[src/rtl/rv_trace_capture.sv]
`default_nettype none
// ============================================================================
//  Module      : rv_trace_capture
//  Description : Retire-trace recorder. Stores write-back retire records in a
//                circular buffer and serves them over a FWFT valid/ready port.
//  Revision    : 1.0 - initial release
// ============================================================================
module rv_trace_capture #(
    parameter int IADDR_SPACE_BITS = 32,
    parameter int DEPTH_BITS       = 4
) (
    input  logic                          i_clk,
    input  logic                          i_reset_n,
    input  logic                          i_retire_valid,
    input  logic [IADDR_SPACE_BITS-1:1]   i_retire_pc,
    input  logic [31:0]                   i_retire_instr,
    input  logic [31:0]                   i_retire_reg_data,
    input  logic [2:0]                    i_retire_flags,
    input  logic                          i_ctrl_arm,
    input  logic                          i_ctrl_stop,
    input  logic                          i_ctrl_clear,
    input  logic                          i_trig_en,
    input  logic [IADDR_SPACE_BITS-1:1]   i_trig_pc,
    output logic                          o_rd_valid,
    input  logic                          i_rd_ready,
    output logic [IADDR_SPACE_BITS-1:1]   o_rd_pc,
    output logic [31:0]                   o_rd_instr,
    output logic [31:0]                   o_rd_data,
    output logic [2:0]                    o_rd_flags,
    output logic [1:0]                    o_state,
    output logic [DEPTH_BITS:0]           o_count,
    output logic [15:0]                   o_overflow
);

    localparam int                  c_PC_W  = IADDR_SPACE_BITS - 1;
    localparam int                  c_REC_W = c_PC_W + 32 + 32 + 3;
    localparam int                  c_DEPTH = 1 << DEPTH_BITS;
    localparam logic [DEPTH_BITS:0] c_FULL  = (DEPTH_BITS + 1)'(c_DEPTH);

    typedef enum logic [1:0] {
        ST_IDLE    = 2'd0,
        ST_ARMED   = 2'd1,
        ST_CAPTURE = 2'd2,
        ST_STOPPED = 2'd3
    } state_t;

    state_t                  r_state;
    state_t                  w_state_next;
    logic [DEPTH_BITS-1:0]   r_wr_ptr;
    logic [DEPTH_BITS-1:0]   r_rd_ptr;
    logic [DEPTH_BITS:0]     r_count;
    logic [15:0]             r_overflow;
    logic [c_REC_W-1:0]      r_mem [c_DEPTH];

    logic                    w_clear;
    logic                    w_stop;
    logic                    w_arm;
    logic                    w_trig_hit;
    logic                    w_capture_en;
    logic                    w_write_req;
    logic                    w_full;
    logic                    w_write_acc;
    logic                    w_write_rej;
    logic                    w_rd_valid;
    logic                    w_pop;
    logic [c_REC_W-1:0]      w_wr_rec;
    logic [c_REC_W-1:0]      w_head;

    // Control priority: clear masks stop, stop masks arm.
    assign w_clear = i_ctrl_clear;
    assign w_stop  = i_ctrl_stop & ~i_ctrl_clear;
    assign w_arm   = i_ctrl_arm & ~i_ctrl_stop & ~i_ctrl_clear;

    assign w_trig_hit   = (r_state == ST_ARMED) && i_retire_valid && (i_retire_pc == i_trig_pc);
    assign w_capture_en = (r_state == ST_CAPTURE) || w_trig_hit;
    assign w_write_req  = i_retire_valid && w_capture_en && !w_clear && !w_stop;

    // Fullness is judged on the start-of-cycle count; a same-cycle pop does not free a slot.
    assign w_full      = (r_count == c_FULL);
    assign w_write_acc = w_write_req && !w_full;
    assign w_write_rej = w_write_req && w_full;

    assign w_rd_valid = (r_count != '0);
    assign w_pop      = w_rd_valid && i_rd_ready && !w_clear;

    assign w_wr_rec = {i_retire_pc, i_retire_instr, i_retire_reg_data, i_retire_flags};

    // ------------------------------------------------------------------
    // Session state machine
    // ------------------------------------------------------------------
    always_comb begin
        w_state_next = r_state;
        if (w_clear) begin
            w_state_next = ST_IDLE;
        end else if (w_stop) begin
            if ((r_state == ST_ARMED) || (r_state == ST_CAPTURE)) begin
                w_state_next = ST_STOPPED;
            end
        end else begin
            case (r_state)
                ST_IDLE, ST_STOPPED: begin
                    if (w_arm) begin
                        w_state_next = i_trig_en ? ST_ARMED : ST_CAPTURE;
                    end
                end
                ST_ARMED: begin
                    if (w_trig_hit) begin
                        w_state_next = ST_CAPTURE;
                    end
                end
                default: begin
                    w_state_next = r_state;
                end
            endcase
        end
    end

    always_ff @(posedge i_clk or negedge i_reset_n) begin
        if (!i_reset_n) begin
            r_state <= ST_IDLE;
        end else begin
            r_state <= w_state_next;
        end
    end

    // ------------------------------------------------------------------
    // Pointers, occupancy and overflow
    // ------------------------------------------------------------------
    always_ff @(posedge i_clk or negedge i_reset_n) begin
        if (!i_reset_n) begin
            r_wr_ptr <= '0;
            r_rd_ptr <= '0;
            r_count  <= '0;
        end else if (w_clear) begin
            r_wr_ptr <= '0;
            r_rd_ptr <= '0;
            r_count  <= '0;
        end else begin
            if (w_write_acc) begin
                r_wr_ptr <= r_wr_ptr + DEPTH_BITS'(1);
            end
            if (w_pop) begin
                r_rd_ptr <= r_rd_ptr + DEPTH_BITS'(1);
            end
            case ({w_write_acc, w_pop})
                2'b10:   r_count <= r_count + (DEPTH_BITS + 1)'(1);
                2'b01:   r_count <= r_count - (DEPTH_BITS + 1)'(1);
                default: r_count <= r_count;
            endcase
        end
    end

    always_ff @(posedge i_clk or negedge i_reset_n) begin
        if (!i_reset_n) begin
            r_overflow <= '0;
        end else if (w_clear) begin
            r_overflow <= '0;
        end else if (w_write_rej && (r_overflow != 16'hFFFF)) begin
            r_overflow <= r_overflow + 16'd1;
        end
    end

    // ------------------------------------------------------------------
    // Record storage (no reset: contents are qualified by r_count)
    // ------------------------------------------------------------------
    always_ff @(posedge i_clk) begin
        if (w_write_acc) begin
            r_mem[r_wr_ptr] <= w_wr_rec;
        end
    end

    assign w_head = w_rd_valid ? r_mem[r_rd_ptr] : '0;

    assign o_rd_valid = w_rd_valid;
    assign o_rd_pc    = w_head[c_REC_W-1 -: c_PC_W];
    assign o_rd_instr = w_head[66:35];
    assign o_rd_data  = w_head[34:3];
    assign o_rd_flags = w_head[2:0];
    assign o_state    = r_state;
    assign o_count    = r_count;
    assign o_overflow = r_overflow;

endmodule
`default_nettype wire
[config.mk]
export PLATFORM = sky130hd
export DESIGN_NAME = rv_trace_capture
export DESIGN_NICKNAME = d
export VERILOG_FILES = /design/src/rtl/rv_trace_capture.sv
export SDC_FILE = /design/constraint.sdc
export NUM_CORES = 1
export LEC_CHECK = 0
export CAP_MARGIN = 0
export CORE_MARGIN = 10
export CORE_UTILIZATION = 40
export DETAILED_ROUTE_END_ITERATION = 10
export GPL_TIMING_DRIVEN = 1
export SYNTH_ARGS = -nofsm -noshare
export SYNTH_HDL_FRONTEND = slang
export SYNTH_SLANG_ARGS = --single-unit
[constraint.sdc]
create_clock -name i_clk -period 14.7 [get_ports i_clk]
set_input_delay 2.205 -clock i_clk [delete_from_list [all_inputs] [get_ports i_clk]]
set_output_delay 2.205 -clock i_clk [all_outputs]
set_load 0.02 [all_outputs]
==> impl_metrics.yaml, run 1 <==
detailed_routing:
  ant_nets: 0
  drc: 0
  drt-wirelength-per-cell_um: 29.22
  vias: 28190
  detailedRoute.firstIterationViolations: 2633
  drt-total-wl_um: 147500
  vias_per_cell: 5.586
  first_pass_iters: 5
global_routing:
  met3_usage_pct: 3.769
  grt_max_degree: 117
  grt_pass1_wl_um: 214100
  grt_pass1_vias: 29950
  grt_use_total_pct: 17.30
  antenna_found_initial: 19
  grt_overflow: 0
  grt.busiest_layer: "met2"
  grt_use_met2_pct: 27.65
  met1_usage_pct: 24.19
synthesis:
  synth_edf_count: 1568
  syn_inst: 2541
  async_flop_share_pct: 1.939
  yosys.cell_types.count: 42
  netlist.area_leader.share_pct: 76.57
  ys_ff_latch: 1599
  synthFlopType: "edfxtp_1"
  yosysSeqAreaShare_pct: 77.83
  syn_avg_cell_area_sq_um: 24.20
  synth_fp_nets: 2688
  synth_area_leaders: "edfxtp_1, mux4_2, dfrtp_1"
  netlist_area_sq_um: 61500
  yosys_warnings: 0
  yosys.area.top_type: "edfxtp_1"
power_and_ir_drop:
  power-per-cell-area_nw_per_um2: 161.9
  net-switching-power_mw: 3.047
  combinationalPowerShare_pct: 21.3
  p_int_mw: 8.593
  p_leak_nw: 21.66
  seq_power_share_pct: 43.7
  ir_drop_uv: 122.6
  p_sw_share_pct: 26.17
  clockPowerShare_pct: 35.0
worst_hold_path:
  holdPathEnd: "o_overflow[14]"
  hp-class: "reg2reg"
  worstHoldStart: "o_overflow[14]"
  min_path_cells: 2
floorplan:
  core_sq_um: 152400
  start_util_pct: 40.34
  die_x_um: 412.1
  dieArea_sq_um: 169800
  rows: 143
  io_pins: 259
  die_h_um: 412.1
run:
  maxCapViolations: 0
final_layout:
  drive_gt1_share_pct: 26.68
  final_common_cell: "edfxtp_1"
  postLayoutCellArea_sq_um: 71910
  fillers: 12290
  areaGrowthSynthToFinish_pct: 16.94
  multi_input_area_sq_um: 13170
  layout_common_cells: "edfxtp_1, mux4_2, clkdlybuf4s50_1, clkbuf_16, and2_1"
  final_util_pct: 47.17
  ff_latch_area_sq_um: 47880
  nets: 3034
timing:
  tightest_slew_ps: 1324
  hold_violations: 0
  fmax_ghz: 0.1250
  min_period_ps: 8001
  fin_tns_setup_ps: 0
  setup_viol: 0
  skew_ps: 35.76
  relSlewSlack_pct: 11.71
  drv_slew: 0
  rsz0062_at_grt: "no"
  hold_ws_ps: 605.5
  fin_crit_sh_pct: 54.43
setup_path:
  r2r_cells: 11
  path_common_cell: "buf_4"
  critPathKind: "in2reg"
  reg2reg_slack_ps: 8880
  critPathCaptureType: "register"
  worst-path-buf-inv: 3
  arrival_ps: 8430
  r2r_end: "r_mem[13][49]"
  crit_chain: "clkdlybuf4s50_1, xor2_1, nor4_1, nand4_1, o21a_2, nor2_1, nand3_1, nor2_4, buf_4, buf_4"
  worstPathRequired_ps: 15130
  critPathSlowestCell: "buf_4"
  max_stage_delay_ps: 970
  critPathMaxFanout: 54
  r2r-start: "o_state[1]"
  cp-start-kind: "input port"
  critPathTopFamily: "simple AND/OR/NAND/NOR gates"
clock_tree:
  cts_buffers: 166
  cts.sinks: 1599
  cts_max_level: 4
  clockRootBuffer: "clkbuf_16"
  cts_tree: "yes"
  cts-hold-fix-buffers: 0
  cts_setup_buffers: 0
  clock_latency_ps: 790
  cts_buffer_depth: 3
  clkTransAtPathRegs_ps: 60
  cts-resized-gates: 0
placed_design:
  portBuffers: 258
  gp_congestion: 0.7249
  dp_hpwl_um: 79070
  post_dp_cell_area_sq_um: 66620
outcome:
  status: "finished, final reports clean"
==> power by group through the flow <==
stage | sequential, mW | combinational (mW) | clock, mW
6_report | 5.09 | 2.48 | 4.07
5_1_grt | 5.09 | 2.65 | 4.35
4_1_cts | 5.09 | 2.56 | 4.17
2_1_floorplan | 5.15 | 1.55 | 0
3_3_place_gp | 5.18 | 2.53 | 0
3_5_place_dp | 5.18 | 2.55 | 0
==> sequential cells by signal, indices dropped and copies added, names as in the netlist <==
name / count
o_count: 5
r_wr_ptr: 4
o_state: 2
r_mem: 1568
r_rd_ptr: 4
o_overflow: 16
==> cell usage after synthesis, types with 5 or more instances <==
| cell type | count |
|---|---|
| o21ai_0 | 5 |
| buf_1 | 35 |
| inv_1 | 17 |
| edfxtp_1 | 1568 |
| clkbuf_1 | 92 |
| nor4_1 | 12 |
| mux4_2 | 490 |
| nor4_2 | 6 |
| nor3_1 | 5 |
| xnor2_1 | 18 |
| nand3_1 | 7 |
| nand4_1 | 5 |
| a21oi_1 | 9 |
| dfrtp_1 | 31 |
| xor2_1 | 37 |
| nand2_1 | 17 |
| nor2_1 | 42 |
| ha_1 | 10 |
| and2_1 | 103 |
==> worst max-delay path by stage <==
stage / to / startpoint / depth (start not counted) / slack [ps]
3_5_place_dp: r_mem[13][52] / i_retire_pc[31] / 10 / 5860
6_report: r_mem[13][49] / i_retire_pc[31] / 10 / 6700
3_3_place_gp: r_mem[13][78] / i_retire_pc[2] / 10 / 5250
2_1_floorplan: r_mem[4][0] / i_trig_pc[26] / 8 / 3740
4_1_cts: o_rd_instr[22] / r_rd_ptr[0] / 6 / 6380
5_1_grt: o_rd_instr[22] / r_rd_ptr[0] / 6 / 6200
==> layout make-up <==
class	count	share of cell area (%)
Multi-Input combinational cell	795	18.32
Timing Repair Buffer	308	4.131
Antenna cell	3	0.01044
Clock buffer	204	6.048
Sequential cell	1599	66.58
Tap cell	2030	3.532
Inverter	17	0.08874
Clock inverter	90	1.298
==> per-layer routing <==
layer	part of all wire, %	vias to the layer above
met1	42	15400
met2	49	1037
met3	6.9	194
li1	-	11540
met4	1.9	14
met5	0.063	-
==> stage by stage <==
step | cells | setup WS (ps) | total power, mW
CTS | 5043 | 6384 | 11.82
global route | 5045 | 6204 | 12.09
detailed placement | 4749 | 5857 | 7.733
floorplan | 2541 | 3735 | 6.698
global placement | 4748 | 5251 | 7.710
finish | 5046 | 6699 | 11.64
==> worst reg2reg max path, cell delays in order, from the launching register on <==
cell	delay, ps
dfrtp_1	420
inv_1	70
ha_1	250
nand2_1	190
nor4_1	270
nand4_1	170
o21a_2	340
nor2_1	770
nand3_1	510
nor2_4	880
buf_4	980
buf_4	590
==> cell families after synthesis <==
| logic type | synth area share (%) |
|---|---|
| buffers and inverters | 0.9237 |
| adder cells (fa/ha/maj) | 0.2035 |
| AO/OA/AOI/OAI | 0.2625 |
| XOR/XNOR | 0.7833 |
| AND/OR/NAND/NOR | 2.006 |
| multiplexers | 17.99 |
| flip-flops | 77.83 |
Power figures use the tool's default switching activity.
==> run 2, diff against run 1 <==
==> constraint.sdc (replaced) <==
create_clock -name i_clk -period 7.8 [get_ports i_clk]
set_input_delay 1.17 -clock i_clk [delete_from_list [all_inputs] [get_ports i_clk]]
set_output_delay 1.17 -clock i_clk [all_outputs]
set_load 0.02 [all_outputs]
==> run 2 against run 1 <==
Effect of this change:
- wire length down 0.99%
- cell count up 0.18%
- cell area up 0.23%
- first-iteration DRC count down 0.84%
- total power up 86%
- die area unchanged
- global-route usage down 0.15 points
- critical endpoint is now r_mem[15][24]
- highest routed layer unchanged
==> impl_metrics.yaml, run 2 (synthesis results as in run 1) <==
floorplan:
  die_h_um: 412.1
  io_pins: 259
  die_x_um: 412.1
  rows: 143
  core_sq_um: 152400
  start_util_pct: 40.34
  dieArea_sq_um: 169800
setup_path:
  critPathMaxFanout: 30
  r2r_end: "r_mem[15][24]"
  endpoint: "r_mem[15][24]"
  critPathLaunch: "i_retire_pc[2]"
  cp-start-kind: "input port"
  r2r-start: "o_state[1]"
  r2r_cells: 10
  reg2reg_slack_ps: 3780
  critPathCaptureType: "register"
  arrival_ps: 6190
  critPathKind: "in2reg"
  worstPathRequired_ps: 8210
final_layout:
  layout_common_cells: "edfxtp_1, mux4_2, clkdlybuf4s50_1, clkbuf_16, and2_1"
  layoutNonFillerInstCount: 5055
  largest_reg_flops: 1568
  final_common_cell: "edfxtp_1"
  regMostFlops: "r_mem"
  fillers: 12320
  final_util_pct: 47.28
  drive_gt1_share_pct: 26.72
  nets: 3036
  postLayoutCellArea_sq_um: 72080
  areaGrowthSynthToFinish_pct: 17.20
detailed_routing:
  drt-total-wl_um: 146000
  first_pass_iters: 6
  detailedRoute.firstIterationViolations: 2611
  vias_per_cell: 5.554
  drc: 0
  ant_nets: 0
  drt-wirelength-per-cell_um: 28.88
  vias: 28080
timing:
  fmax_ghz: 0.1729
  tightest_slew_ps: 1325
  fin_crit_sh_pct: 74.14
  min_period_ps: 5783
  rsz0062_at_grt: "no"
  hold_violations: 0
  setup_viol: 0
  drv_slew: 0
  relSlewSlack_pct: 10.82
  skew_ps: 35.37
global_routing:
  grt_pass1_vias: 29710
  grt_max_degree: 114
  antenna_found_initial: 24
  grt_overflow: 0
  grt_use_total_pct: 17.15
  grt_pass1_wl_um: 213000
placed_design:
  portBuffers: 258
  post_dp_cell_area_sq_um: 67000
  gp_congestion: 0.7413
  place_inst: 4755
  dp_hpwl_um: 83760
power_and_ir_drop:
  power-per-cell-area_nw_per_um2: 301.2
  p_leak_nw: 21.64
  ir_drop_uv: 251.1
clock_tree:
  clkTransAtPathRegs_ps: 60
  cts_buffer_depth: 3
  clock_latency_ps: 800
  cts.sinks: 1599
  cts_buffers: 162
  cts_setup_buffers: 0
  cts_tree: "yes"
  cts-resized-gates: 0
  cts_max_level: 4
  clockRootBuffer: "clkbuf_16"
  cts-hold-fix-buffers: 0
run:
  maxCapViolations: 0
worst_hold_path:
  hp-class: "reg2reg"
  worstHoldStart: "o_state[1]"
outcome:
  status: "finished, final reports clean"
-- run 2: changes by cell type in the layout (fill, tap and decap cells not counted), moves of 2 or more --
cell        change
clkbuf_1        -3
clkinvlp_4      +7
clkbuf_16       -3
diode_2         +6
buf_4          -21
clkinv_16       -3
buf_12         +27
clkinv_2        -2
clkinv_1        +3
clkinv_4        +2
bufinv_16       -4
-- run 2: metal layers --
layer	wire length [um]	vias up	global-route usage (%)
met2	71170	1022	27.37
met1	61480	15280	23.70
met4	2923	10	4.692
li1	-	11580	-
met3	10360	191	3.989
met5	62	-	0
-- run 2: power by group --
| group | leakage [nW] | total (mW) | internal [mW] | switching (mW) |
|---|---|---|---|---|
| logic | 4.68 | 4.72 | 2.29 | 2.42 |
| registers | 14.5 | 9.57 | 9.48 | 0.0926 |
| clock network | 2.45 | 7.42 | 4.22 | 3.20 |
-- run 2: stage by stage --
| stage | worst slack (ps) | power (mW) | hold WS, ps | TNS (ps) |
|---|---|---|---|---|
| 6_report | 2017 | 21.71 | 594.2 | 0 |
| 5_1_grt | 1747 | 22.57 | 621.8 | 0 |
| 4_1_cts | 1973 | 22.02 | 601.8 | 0 |
| 3_5_place_dp | 1206 | 14.59 | 571.2 | 0 |
| 3_3_place_gp | 1219 | 14.54 | 556.7 | 0 |
| 2_1_floorplan | -2130 | 12.62 | 574.0 | -834870 |
-- run 2: critical path, stage by stage --
cell and delay, ps:
clkdlybuf4s50_1 840, xor2_1 250, nor4_1 1140, nand4_1 440, o21a_2 420, nor2_1 210, nand3_1 360, nor2_4 770
buf_4 560
-- run 2: layout make-up --
cell class / count / area (sq um) / area share (%)
Inverter: 17 / 63.81 / 0.08853
Multi-Input combinational cell: 795 / 13170 / 18.27
Antenna cell: 9 / 22.52 / 0.03125
Clock buffer: 197 / 4249 / 5.895
Timing Repair Buffer: 314 / 3353 / 4.652
Clock inverter: 94 / 807.0 / 1.120
Tap cell: 2030 / 2540 / 3.524
Sequential cell: 1599 / 47880 / 66.42
-- run 2: how the worst min path moves through the flow --
stage                      to  slack (ps)  depth (start not counted)
2_1_floorplan     r_wr_ptr[1]         570                          2
3_3_place_gp   o_overflow[10]         560                          2
3_5_place_dp   o_overflow[15]         570                          2
4_1_cts        o_overflow[13]         600                          2
5_1_grt            o_state[1]         620                          2
6_report           o_state[1]         590                          2
